==> config.mk <==
export PLATFORM = sky130hd
export DESIGN_NAME = ahbl_arbiter_flat
export DESIGN_NICKNAME = d
export VERILOG_FILES = /design/src/rtl/ahbl_arbiter_if.sv /design/src/rtl/ahbl_arbiter.sv /design/src/flat_wrapper.sv
export SDC_FILE = /design/constraint.sdc
export NUM_CORES = 1
export LEC_CHECK = 0
export CAP_MARGIN = 20
export CORE_ASPECT_RATIO = 0.6
export CORE_MARGIN = 3
export CORE_UTILIZATION = 36
export CTS_CLUSTER_SIZE = 20
export DETAILED_ROUTE_END_ITERATION = 10
export PLACE_DENSITY_LB_ADDON = 0.05
export SLEW_MARGIN = 5
export SYNTH_ARGS = -nofsm -noshare
export SYNTH_HDL_FRONTEND = slang
export SYNTH_SLANG_ARGS = --single-unit
==> constraint.sdc <==
create_clock -name clk -period 2.7 [get_ports clk]
set_input_delay 0.54 -clock clk [delete_from_list [all_inputs] [get_ports clk]]
set_output_delay 0.54 -clock clk [all_outputs]
set_load 0.01 [all_outputs]
==> src/rtl/ahbl_arbiter_if.sv <==
// ----------------------------------------------------------------------------
// ahbl_arbiter_if
// Bundles the upstream (src_*, one slice per master) and downstream (dst_*)
// AHB-Lite signals of the fixed-priority arbiter.
//   modport slave  : the arbiter's view (consumes master requests, drives dst)
//   modport master : the environment's view (masters plus downstream slave)
// Per-port buses are packed [N_PORTS-1:0][width-1:0], so slice i is port i.
// ----------------------------------------------------------------------------
interface ahbl_arbiter_if #(
    parameter int N_PORTS = 2,
    parameter int W_ADDR  = 32,
    parameter int W_DATA  = 32
) ();
    // Upstream, one slice per master
    logic [N_PORTS-1:0]             src_hready;
    logic [N_PORTS-1:0]             src_hready_resp;
    logic [N_PORTS-1:0]             src_hresp;
    logic [N_PORTS-1:0][W_ADDR-1:0] src_haddr;
    logic [N_PORTS-1:0]             src_hwrite;
    logic [N_PORTS-1:0][1:0]        src_htrans;
    logic [N_PORTS-1:0][2:0]        src_hsize;
    logic [N_PORTS-1:0][2:0]        src_hburst;
    logic [N_PORTS-1:0][3:0]        src_hprot;
    logic [N_PORTS-1:0]             src_hmastlock;
    logic [N_PORTS-1:0][W_DATA-1:0] src_hwdata;
    logic [N_PORTS-1:0][W_DATA-1:0] src_hrdata;

    // Downstream
    logic              dst_hready;
    logic              dst_hready_resp;
    logic              dst_hresp;
    logic [W_ADDR-1:0] dst_haddr;
    logic              dst_hwrite;
    logic [1:0]        dst_htrans;
    logic [2:0]        dst_hsize;
    logic [2:0]        dst_hburst;
    logic [3:0]        dst_hprot;
    logic              dst_hmastlock;
    logic [W_DATA-1:0] dst_hwdata;
    logic [W_DATA-1:0] dst_hrdata;

    modport slave (
        input  src_hready, src_haddr, src_hwrite, src_htrans, src_hsize,
               src_hburst, src_hprot, src_hmastlock, src_hwdata,
               dst_hready_resp, dst_hresp, dst_hrdata,
        output src_hready_resp, src_hresp, src_hrdata,
               dst_hready, dst_haddr, dst_hwrite, dst_htrans, dst_hsize,
               dst_hburst, dst_hprot, dst_hmastlock, dst_hwdata
    );

    modport master (
        output src_hready, src_haddr, src_hwrite, src_htrans, src_hsize,
               src_hburst, src_hprot, src_hmastlock, src_hwdata,
               dst_hready_resp, dst_hresp, dst_hrdata,
        input  src_hready_resp, src_hresp, src_hrdata,
               dst_hready, dst_haddr, dst_hwrite, dst_htrans, dst_hsize,
               dst_hburst, dst_hprot, dst_hmastlock, dst_hwdata
    );
endinterface

==> src/rtl/ahbl_arbiter.sv <==
// ----------------------------------------------------------------------------
// ahbl_arbiter
// Shares one downstream AHB-Lite slave port between N_PORTS masters with
// fixed priority (port 0 highest). A live address phase that cannot be issued
// is captured in a per-port buffer and replayed later; the buffered master is
// held off by a low src_hready_resp. Every issued transfer is NONSEQ/SINGLE
// so bursts from different masters may interleave.
// Ports:
//   clk    : system clock
//   rst_n  : synchronous active-low reset
//   bus    : ahbl_arbiter_if.slave (all src_* and dst_* signals)
// ----------------------------------------------------------------------------
module ahbl_arbiter #(
    parameter int N_PORTS = 2,
    parameter int W_ADDR  = 32,
    parameter int W_DATA  = 32
) (
    input  logic          clk,
    input  logic          rst_n,
    ahbl_arbiter_if.slave bus
);
    // Request/ownership state
    logic [N_PORTS-1:0] r_buf_valid;
    logic [N_PORTS-1:0] r_dp_owner;

    // Captured address phases
    logic [N_PORTS-1:0][W_ADDR-1:0] r_buf_haddr;
    logic [N_PORTS-1:0]             r_buf_hwrite;
    logic [N_PORTS-1:0][2:0]        r_buf_hsize;
    logic [N_PORTS-1:0][3:0]        r_buf_hprot;
    logic [N_PORTS-1:0]             r_buf_hmastlock;

    logic [N_PORTS-1:0] w_live;
    logic [N_PORTS-1:0] w_req;
    logic [N_PORTS-1:0] w_grant;
    logic               w_grant_en;
    logic               w_found;

    assign w_grant_en = bus.dst_hready_resp & rst_n;

    always_comb begin
        for (int i = 0; i < N_PORTS; i++) begin
            w_live[i] = bus.src_hready[i] & bus.src_htrans[i][1];
        end
    end

    assign w_req = w_live | r_buf_valid;

    // Lowest-index requester wins.
    always_comb begin
        // NOTE: every always_comb output gets a default first so no path leaves it unassigned (no latch).
        w_grant = '0;
        w_found = 1'b0;
        for (int i = 0; i < N_PORTS; i++) begin
            if (w_req[i] && !w_found) begin
                w_grant[i] = w_grant_en;
                w_found    = 1'b1;
            end
        end
    end

    // Downstream address phase: winner's buffer if valid, else its live
    // fields. With no grant the port-0 live fields are left as don't-care.
    always_comb begin
        bus.dst_haddr     = bus.src_haddr[0];
        bus.dst_hwrite    = bus.src_hwrite[0];
        bus.dst_hsize     = bus.src_hsize[0];
        bus.dst_hprot     = bus.src_hprot[0];
        bus.dst_hmastlock = bus.src_hmastlock[0];
        bus.dst_htrans    = (|w_grant) ? 2'b10 : 2'b00;
        bus.dst_hburst    = 3'b000;
        for (int i = 0; i < N_PORTS; i++) begin
            if (w_grant[i]) begin
                if (r_buf_valid[i]) begin
                    bus.dst_haddr     = r_buf_haddr[i];
                    bus.dst_hwrite    = r_buf_hwrite[i];
                    bus.dst_hsize     = r_buf_hsize[i];
                    bus.dst_hprot     = r_buf_hprot[i];
                    bus.dst_hmastlock = r_buf_hmastlock[i];
                end else begin
                    bus.dst_haddr     = bus.src_haddr[i];
                    bus.dst_hwrite    = bus.src_hwrite[i];
                    bus.dst_hsize     = bus.src_hsize[i];
                    bus.dst_hprot     = bus.src_hprot[i];
                    bus.dst_hmastlock = bus.src_hmastlock[i];
                end
            end
        end
    end

    // Upstream responses and data-phase write data steering.
    always_comb begin
        bus.dst_hwdata = '0;
        for (int i = 0; i < N_PORTS; i++) begin
            bus.src_hrdata[i] = bus.dst_hrdata;
            if (r_dp_owner[i]) begin
                bus.src_hready_resp[i] = bus.dst_hready_resp;
                bus.src_hresp[i]       = bus.dst_hresp;
                bus.dst_hwdata         = bus.src_hwdata[i];
            end else begin
                bus.src_hready_resp[i] = ~r_buf_valid[i];
                bus.src_hresp[i]       = 1'b0;
            end
        end
    end

    assign bus.dst_hready = bus.dst_hready_resp;

    // NOTE: sequential state uses non-blocking assignments so every flop samples pre-edge values.
    always_ff @(posedge clk) begin
        if (!rst_n) begin
            r_buf_valid <= '0;
            r_dp_owner  <= '0;
        end else begin
            for (int i = 0; i < N_PORTS; i++) begin
                if (w_grant[i]) begin
                    r_buf_valid[i] <= 1'b0;
                end else if (w_live[i]) begin
                    r_buf_valid[i] <= 1'b1;
                end
            end
            // Ownership follows the address phase accepted at this edge.
            if (bus.dst_hready_resp) begin
                r_dp_owner <= w_grant;
            end
        end
    end

    // NOTE: buffer payload has no reset; it is only read while r_buf_valid is set.
    always_ff @(posedge clk) begin
        for (int i = 0; i < N_PORTS; i++) begin
            if (rst_n && w_live[i] && !w_grant[i]) begin
                r_buf_haddr[i]     <= bus.src_haddr[i];
                r_buf_hwrite[i]    <= bus.src_hwrite[i];
                r_buf_hsize[i]     <= bus.src_hsize[i];
                r_buf_hprot[i]     <= bus.src_hprot[i];
                r_buf_hmastlock[i] <= bus.src_hmastlock[i];
            end
        end
    end

    // hburst is replaced by SINGLE and only htrans[1] matters for requests.
    logic w_unused;
    assign w_unused = ^{bus.src_hburst, bus.src_htrans};

endmodule

==> src/flat_wrapper.sv <==
// flat-port wrapper written by rule: the top's interface ports become plain ports
module ahbl_arbiter_flat 
#(
    parameter int N_PORTS = 2,
    parameter int W_ADDR  = 32,
    parameter int W_DATA  = 32
)
  (clk, rst_n, bus_src_hready, bus_src_haddr, bus_src_hwrite, bus_src_htrans, bus_src_hsize, bus_src_hburst, bus_src_hprot, bus_src_hmastlock, bus_src_hwdata, bus_dst_hready_resp, bus_dst_hresp, bus_dst_hrdata, bus_src_hready_resp, bus_src_hresp, bus_src_hrdata, bus_dst_hready, bus_dst_haddr, bus_dst_hwrite, bus_dst_htrans, bus_dst_hsize, bus_dst_hburst, bus_dst_hprot, bus_dst_hmastlock, bus_dst_hwdata);
  ahbl_arbiter_if #(.N_PORTS(N_PORTS), .W_ADDR(W_ADDR), .W_DATA(W_DATA)) bus_i ();
  input  logic clk;
  input  logic rst_n;
  input wire logic [$bits(bus_i.src_hready)-1:0] bus_src_hready;
  input wire logic [$bits(bus_i.src_haddr)-1:0] bus_src_haddr;
  input wire logic [$bits(bus_i.src_hwrite)-1:0] bus_src_hwrite;
  input wire logic [$bits(bus_i.src_htrans)-1:0] bus_src_htrans;
  input wire logic [$bits(bus_i.src_hsize)-1:0] bus_src_hsize;
  input wire logic [$bits(bus_i.src_hburst)-1:0] bus_src_hburst;
  input wire logic [$bits(bus_i.src_hprot)-1:0] bus_src_hprot;
  input wire logic [$bits(bus_i.src_hmastlock)-1:0] bus_src_hmastlock;
  input wire logic [$bits(bus_i.src_hwdata)-1:0] bus_src_hwdata;
  input wire logic [$bits(bus_i.dst_hready_resp)-1:0] bus_dst_hready_resp;
  input wire logic [$bits(bus_i.dst_hresp)-1:0] bus_dst_hresp;
  input wire logic [$bits(bus_i.dst_hrdata)-1:0] bus_dst_hrdata;
  output wire logic [$bits(bus_i.src_hready_resp)-1:0] bus_src_hready_resp;
  output wire logic [$bits(bus_i.src_hresp)-1:0] bus_src_hresp;
  output wire logic [$bits(bus_i.src_hrdata)-1:0] bus_src_hrdata;
  output wire logic [$bits(bus_i.dst_hready)-1:0] bus_dst_hready;
  output wire logic [$bits(bus_i.dst_haddr)-1:0] bus_dst_haddr;
  output wire logic [$bits(bus_i.dst_hwrite)-1:0] bus_dst_hwrite;
  output wire logic [$bits(bus_i.dst_htrans)-1:0] bus_dst_htrans;
  output wire logic [$bits(bus_i.dst_hsize)-1:0] bus_dst_hsize;
  output wire logic [$bits(bus_i.dst_hburst)-1:0] bus_dst_hburst;
  output wire logic [$bits(bus_i.dst_hprot)-1:0] bus_dst_hprot;
  output wire logic [$bits(bus_i.dst_hmastlock)-1:0] bus_dst_hmastlock;
  output wire logic [$bits(bus_i.dst_hwdata)-1:0] bus_dst_hwdata;
  assign bus_i.src_hready = bus_src_hready;
  assign bus_i.src_haddr = bus_src_haddr;
  assign bus_i.src_hwrite = bus_src_hwrite;
  assign bus_i.src_htrans = bus_src_htrans;
  assign bus_i.src_hsize = bus_src_hsize;
  assign bus_i.src_hburst = bus_src_hburst;
  assign bus_i.src_hprot = bus_src_hprot;
  assign bus_i.src_hmastlock = bus_src_hmastlock;
  assign bus_i.src_hwdata = bus_src_hwdata;
  assign bus_i.dst_hready_resp = bus_dst_hready_resp;
  assign bus_i.dst_hresp = bus_dst_hresp;
  assign bus_i.dst_hrdata = bus_dst_hrdata;
  assign bus_src_hready_resp = bus_i.src_hready_resp;
  assign bus_src_hresp = bus_i.src_hresp;
  assign bus_src_hrdata = bus_i.src_hrdata;
  assign bus_dst_hready = bus_i.dst_hready;
  assign bus_dst_haddr = bus_i.dst_haddr;
  assign bus_dst_hwrite = bus_i.dst_hwrite;
  assign bus_dst_htrans = bus_i.dst_htrans;
  assign bus_dst_hsize = bus_i.dst_hsize;
  assign bus_dst_hburst = bus_i.dst_hburst;
  assign bus_dst_hprot = bus_i.dst_hprot;
  assign bus_dst_hmastlock = bus_i.dst_hmastlock;
  assign bus_dst_hwdata = bus_i.dst_hwdata;
  ahbl_arbiter #(.N_PORTS(N_PORTS), .W_ADDR(W_ADDR), .W_DATA(W_DATA)) u_core (.clk(clk), .rst_n(rst_n), .bus(bus_i));
endmodule
==> impl_metrics.env, run 1 <==
export IMPL_finalSetupTns_ps=0
export IMPL_cts_made_buffers=9
export IMPL_dr_pass1_iters=4
export IMPL_switching_share_pct=21.4
export IMPL_insertion_delay_ps=330
export IMPL_drt_iter0_drc=139
export IMPL_cp_depth=7
export IMPL_routed_wl_um=14300
export IMPL_slowest_delay_ps=500
export IMPL_path_class="input port to primary output"
export IMPL_crit_path_max_fanout=11
export IMPL_diodes=0
export IMPL_crit_end="bus_dst_hwrite"
export IMPL_synth_top_flop_cell="edfxtp_1"
export IMPL_dp_slack_ps=-375
export IMPL_r2r_start="u_core.r_buf_valid[1]"
export IMPL_syn_area_per_cell_sq_um=13.7
export IMPL_finalCritPeriodShare_pct=98.3
export IMPL_layout_setup_ws_ps=45.1
export IMPL_chipWidth_um=156
export IMPL_ctsHoldBuffers=0
export IMPL_die_y_um=96.1
export IMPL_antenna_found_initial=0
export IMPL_final_util_pct=56.1
export IMPL_hold_viol_final=0
export IMPL_synth_edf_count=82
export IMPL_overflow=0
export IMPL_initial_core_util_pct=37.3
export IMPL_grt_pass1_vias=3414
export IMPL_htreeDepth=3
export IMPL_vdd_ir_drop_max_mv=0.276
export IMPL_fin_crit_ps=2650
export IMPL_synth_compound_area_share_pct=6.57
export IMPL_critical_path_required_ps=2160
export IMPL_synth_top_family_by_area="multiplexers"
export IMPL_synthArstFlopShare_pct=0
export IMPL_critical_path_endpoint_type="primary output"
export IMPL_drive_gt1_share_pct=17.8
export IMPL_critPathLaunchType="input port"
export IMPL_leakage_uw=0.00289
export IMPL_via_per_inst=4.71
export IMPL_seqPwrFrac_pct=42.1
export IMPL_synth_warnings=0
export IMPL_gr_usage_all_layers_pct=17.7
export IMPL_status="finished, final reports clean"
export IMPL_finalSetupViolCount=0
export IMPL_routabilityCongestion=0.767
export IMPL_routedWlPerCell_um=20.1
export IMPL_area_growth_syn_to_layout_pct=50.3
export IMPL_clk_pin_slew_ps=60
export IMPL_via_count=3338
export IMPL_multi_input_area_sq_um=1730
export IMPL_synthMuxAreaShare_pct=25.7
export IMPL_pin_count=341
export IMPL_drv_cap=0
export IMPL_synth_xor_area_share_pct=0
export IMPL_synthCells=355
export IMPL_net_switching_power_uw=773
export IMPL_ant_nets=0
export IMPL_hp_class="flip-flop to flip-flop"
export IMPL_final_cell_mix="clkdlybuf4s50_1 (188), mux2i_1 (118), edfxtp_1 (82)"
export IMPL_grt_max_degree=43
export IMPL_final_common_cell="clkdlybuf4s50_1"
export IMPL_report_final_slew_viol_count=0
export IMPL_comb_power_share_pct=20.1
export IMPL_ys_ff_latch=86
export IMPL_power_density_nw_per_um2=493
export IMPL_timing_fmax_mhz=377
export IMPL_synth_simple_area_share_pct=1.69
export IMPL_syn_cell_area_sq_um=4870
export IMPL_r2r_setup_slack_ps=1030
export IMPL_drc=0
export IMPL_r2r_cells=6
export IMPL_io_buffers=232
export IMPL_final_nets=729
export IMPL_regArea_sq_um=2540
export IMPL_cpMaxStageDelayCell="clkdlybuf4s50_1"
export IMPL_nFillCells=1111
export IMPL_grt_pass1_wl_um=20100
export IMPL_seq_area_frac_synth_pct=52.2
export IMPL_core_area_sq_um=13100
export IMPL_rr_endpoint="u_core.r_buf_hprot[5]"
export IMPL_power_frac_clock_pct=37.8
export IMPL_fin_cells=708
export IMPL_fin_worst_skew_ps=4.43
export IMPL_cts_tree="built"
export IMPL_cpMostUsedCell="buf_12"
export IMPL_path_delay_family="buffers and inverters"
export IMPL_crit_arrival_ps=2110
export IMPL_clock_path_buffers=2
export IMPL_path_cells="clkdlybuf4s50_1 -> nand2_1 -> and3b_2 -> buf_12 -> buf_12 -> mux2i_2 -> buf_2"
export IMPL_dp_final_hpwl_um=10400
export IMPL_clock_sinks=86
export IMPL_p_int_uw=2840
export IMPL_critPathLaunch="rst_n"
export IMPL_crit_buf_inv=4
export IMPL_root_buffer="clkbuf_16"
export IMPL_synthAdderAreaFrac_pct=0
export IMPL_dieArea_sq_um=15000
export IMPL_dp_cells=690
export IMPL_yosysUniqueCellTypes=24
export IMPL_rows=32
==> how the worst min path moves through the flow <==
stage | from | end | cells past startpoint
5_1_grt | u_core.r_dp_owner[0] | u_core.r_dp_owner[0] | 1
3_5_place_dp | u_core.r_dp_owner[0] | u_core.r_dp_owner[0] | 1
4_1_cts | u_core.r_dp_owner[0] | u_core.r_dp_owner[0] | 1
6_report | u_core.r_dp_owner[0] | u_core.r_dp_owner[0] | 1
3_3_place_gp | u_core.r_dp_owner[0] | u_core.r_dp_owner[0] | 1
2_1_floorplan | u_core.r_dp_owner[0] | u_core.r_dp_owner[0] | 1
==> worst register-to-register path: stages, from the launching register on <==
cell	delay [ps]
dfxtp_2	330
a21o_1	160
buf_4	130
nand4_1	100
buf_4	120
and4_2	260
buf_12	220
==> cell usage after synthesis (2+ instances only) <==
cell      number  area, sq um
a22o_1        32          280
and2_1         2         12.5
and4_1         2         17.5
buf_2         13         65.1
buf_4         69          518
buf_6          6         67.6
clkbuf_1       5         18.8
dfxtp_1        4         80.1
edfxtp_1      82         2460
mux2i_1      125         1250
nand2_1        2         7.51
==> flip-flops by register name, summed over array words and instances (netlist names) <==
name,flops
u_core.r_dp_owner,2
u_core.r_buf_valid,2
u_core.r_buf_hwrite,2
u_core.r_buf_hprot,8
u_core.r_buf_hsize,6
u_core.r_buf_haddr,64
u_core.r_buf_hmastlock,2
==> cell families (layout without fill, tap and decap cells) <==
| family | after synthesis | after routing |
|---|---|---|
| AND/OR/NAND/NOR | 12 | 12 |
| multiplexers | 125 | 125 |
| AO/OA/AOI/OAI | 37 | 37 |
| buffers and inverters | 94 | 274 |
| other | 1 | 4 |
| flip-flops | 86 | 86 |
==> layout make-up <==
| cell class | count | area share (%) |
|---|---|---|
| clock buffers | 10 | 3.13 |
| clock inverters | 4 | 1.33 |
| inverters | 1 | 0.0512 |
| multi-input cells | 178 | 23.6 |
| flip-flops and latches | 86 | 34.7 |
| well taps | 170 | 2.90 |
| repair buffers | 259 | 34.3 |
==> power by group through the flow <==
stage	Clock, uW	Combinational (uW)	Sequential [uW]
after floorplan	0	367	1540
after global placement	0	743	1550
after detailed placement	0	750	1550
after CTS	1410	729	1520
after global routing	1470	775	1520
final	1370	727	1520
==> stage by stage <==
step                hold WS, ps  power (uW)  area, sq um
CTS                         568        3660         7290
finish                      563        3610         7330
floorplan                   501        1910         4880
global route                622        3770         7330
global placement            555        2290         7040
detailed placement          546        2300         7040
==> timing repair <==
action / CTS / global route
resized for setup: 166 / 20
gates cloned: 1 / 1
setup buffers: 1 / 1
pin swaps: 0 / 2
endpoints found under the setup margin: 41 / 32
==> routing by layer <==
metal  share of wire, %  vias up  GRT usage (%)
li1                   -     1633              -
met1                 49     1576           26.7
met2                 42      106           24.2
met3                7.4       23           6.38
met4               0.83        0           3.35
met5                  0        -              0
No activity file was read; power rests on OpenSTA's default activity.
==> run 2: changes to the inputs <==
- TNS_END_PERCENT: not set -> 30
==> run 2 against run 1 <==
Net effect:
- sequential share of layout area increased by 0.24 points
- setup slack got worse by 6.9 ps
- total power decreased by 0.28%
- routed wire length decreased by 0.76%
- clock skew about the same
- final area decreased by 0.68%
- final cell count decreased by 0.14%
- sequential cell count unchanged
- clock power about the same
==> impl_metrics.env, run 2 (synthesis results as in run 1) <==
export IMPL_status="finished, final reports clean"
export IMPL_io_buffers=232
export IMPL_ctsHoldBuffers=0
export IMPL_power_density_nw_per_um2=495
export IMPL_cts_made_buffers=9
export IMPL_power_frac_clock_pct=37.9
export IMPL_finalSetupViolCount=0
export IMPL_seqPwrFrac_pct=42.2
export IMPL_rows=32
export IMPL_timing_fmax_mhz=376
export IMPL_fin_crit_ps=2660
export IMPL_gr_usage_all_layers_pct=17.7
export IMPL_dp_cells=690
export IMPL_via_per_inst=4.73
export IMPL_drv_cap=0
export IMPL_initial_core_util_pct=37.3
export IMPL_insertion_delay_ps=330
export IMPL_largest_reg_flops=64
export IMPL_hold_worst_slack_ps=563
export IMPL_final_util_pct=55.7
export IMPL_p_int_uw=2830
export IMPL_clock_sinks=86
export IMPL_htreeDepth=3
export IMPL_final_common_cell="clkdlybuf4s50_1"
export IMPL_path_class="input port to primary output"
export IMPL_report_final_slew_viol_count=0
export IMPL_final_nets=728
export IMPL_area_growth_syn_to_layout_pct=49.3
export IMPL_clk_pin_slew_ps=60
export IMPL_diodes=0
export IMPL_clock_path_buffers=2
export IMPL_comb_power_share_pct=19.9
export IMPL_cts_tree="built"
export IMPL_chipWidth_um=156
export IMPL_die_y_um=96.1
export IMPL_dp_final_hpwl_um=10400
export IMPL_fin_area_sq_um=7280
export IMPL_finalCritPeriodShare_pct=98.6
export IMPL_routedWlPerCell_um=20.0
export IMPL_grt_pass1_wl_um=20100
export IMPL_grt_pass1_vias=3413
export IMPL_finalSetupTns_ps=0
export IMPL_dr_pass1_iters=4
export IMPL_critical_path_required_ps=2160
export IMPL_crit_arrival_ps=2120
export IMPL_dieArea_sq_um=15000
export IMPL_routabilityCongestion=0.767
export IMPL_fin_cells=707
export IMPL_rsz0062_at_grt="true"
export IMPL_core_area_sq_um=13100
export IMPL_critical_path_endpoint_type="primary output"
export IMPL_leakage_uw=0.00287
export IMPL_ant_nets=0
export IMPL_hp_class="flip-flop to flip-flop"
export IMPL_switching_share_pct=21.4
export IMPL_vdd_ir_drop_max_mv=0.273
export IMPL_routed_wl_um=14100
export IMPL_hold_viol_final=0
export IMPL_top_regs="u_core.r_buf_haddr x64, u_core.r_buf_hprot x8, u_core.r_buf_hsize x6"
export IMPL_grt_max_degree=43
export IMPL_largest_register="u_core.r_buf_haddr"
export IMPL_pin_count=341
export IMPL_drc=0
export IMPL_crit_path_max_fanout=11
export IMPL_antenna_found_initial=0
export IMPL_drive_gt1_share_pct=17.3
export IMPL_drt_iter0_drc=134
export IMPL_fin_worst_skew_ps=4.53
export IMPL_via_count=3344
export IMPL_nFillCells=1111
export IMPL_placed_cell_area_sq_um=7040
export IMPL_final_cell_mix="clkdlybuf4s50_1 (188), mux2i_1 (120), edfxtp_1 (82)"
export IMPL_root_buffer="clkbuf_16"
export IMPL_net_switching_power_uw=769
export IMPL_overflow=0
export IMPL_critPathLaunchType="input port"
run 2: path summary, 6_finish.rpt:
check | startpoint | slack [ps] | end | cells past startpoint
worst min-delay path | u_core.r_dp_owner[0] | 560 | u_core.r_dp_owner[0] | 1
worst min register to register | u_core.r_dp_owner[0] | 560 | u_core.r_dp_owner[0] | 1
worst max-delay path | rst_n | 40 | bus_dst_hsize[0] | 7
worst max register to register | u_core.r_buf_valid[1] | 1030 | u_core.r_buf_hprot[5] | 6
run 2: layout make-up:
cell class	count	area, sq um	area share [%]
clock buffer	10	229	3.15
clock inverter	4	97.6	1.34
inverter	1	3.75	0.0516
multi-input combinational	178	1710	23.5
sequential	86	2540	35.0
tap	170	213	2.92
timing repair buffer	258	2480	34.0
run 2: power groups by stage:
stage / sequential, uW / combinational, uW / clock, uW
global placement: 1550 / 743 / 0
global route: 1520 / 765 / 1470
finish: 1520 / 717 / 1370
floorplan: 1540 / 367 / 0
detailed placement: 1550 / 750 / 0
CTS: 1520 / 729 / 1410
run 2: worst max-delay path: stages:
cell and delay [ps]:
clkdlybuf4s50_1 500, nand2_1 70, and3b_2 300, buf_12 130, buf_12 150, mux2i_4 260
buf_2 160
run 2: per-layer routing:
metal  part of all wire, %  up-vias  GRT usage (%)
met5                     0        -              0
met4                  0.84        0           3.35
met3                   7.3       23           6.38
met2                    42      105           24.2
met1                    50     1586           26.7
li1                      -     1630              -
run 2: repair_timing:
item                                    4_1_cts  5_1_grt
setup buffers                                 1        1
pin swaps                                     0        3
endpoints found under the setup margin       41       31
gates cloned                                  1        0
gates resized for setup                     161       18
run 2: per-stage QoR:
| stage | power (uW) | setup WS, ps |
|---|---|---|
| final | 3600 | 38.2 |
| after detailed placement | 2300 | -375 |
| after CTS | 3660 | -77.4 |
| after global placement | 2290 | -368 |
| after floorplan | 1910 | 406 |
| after global routing | 3760 | -13.1 |
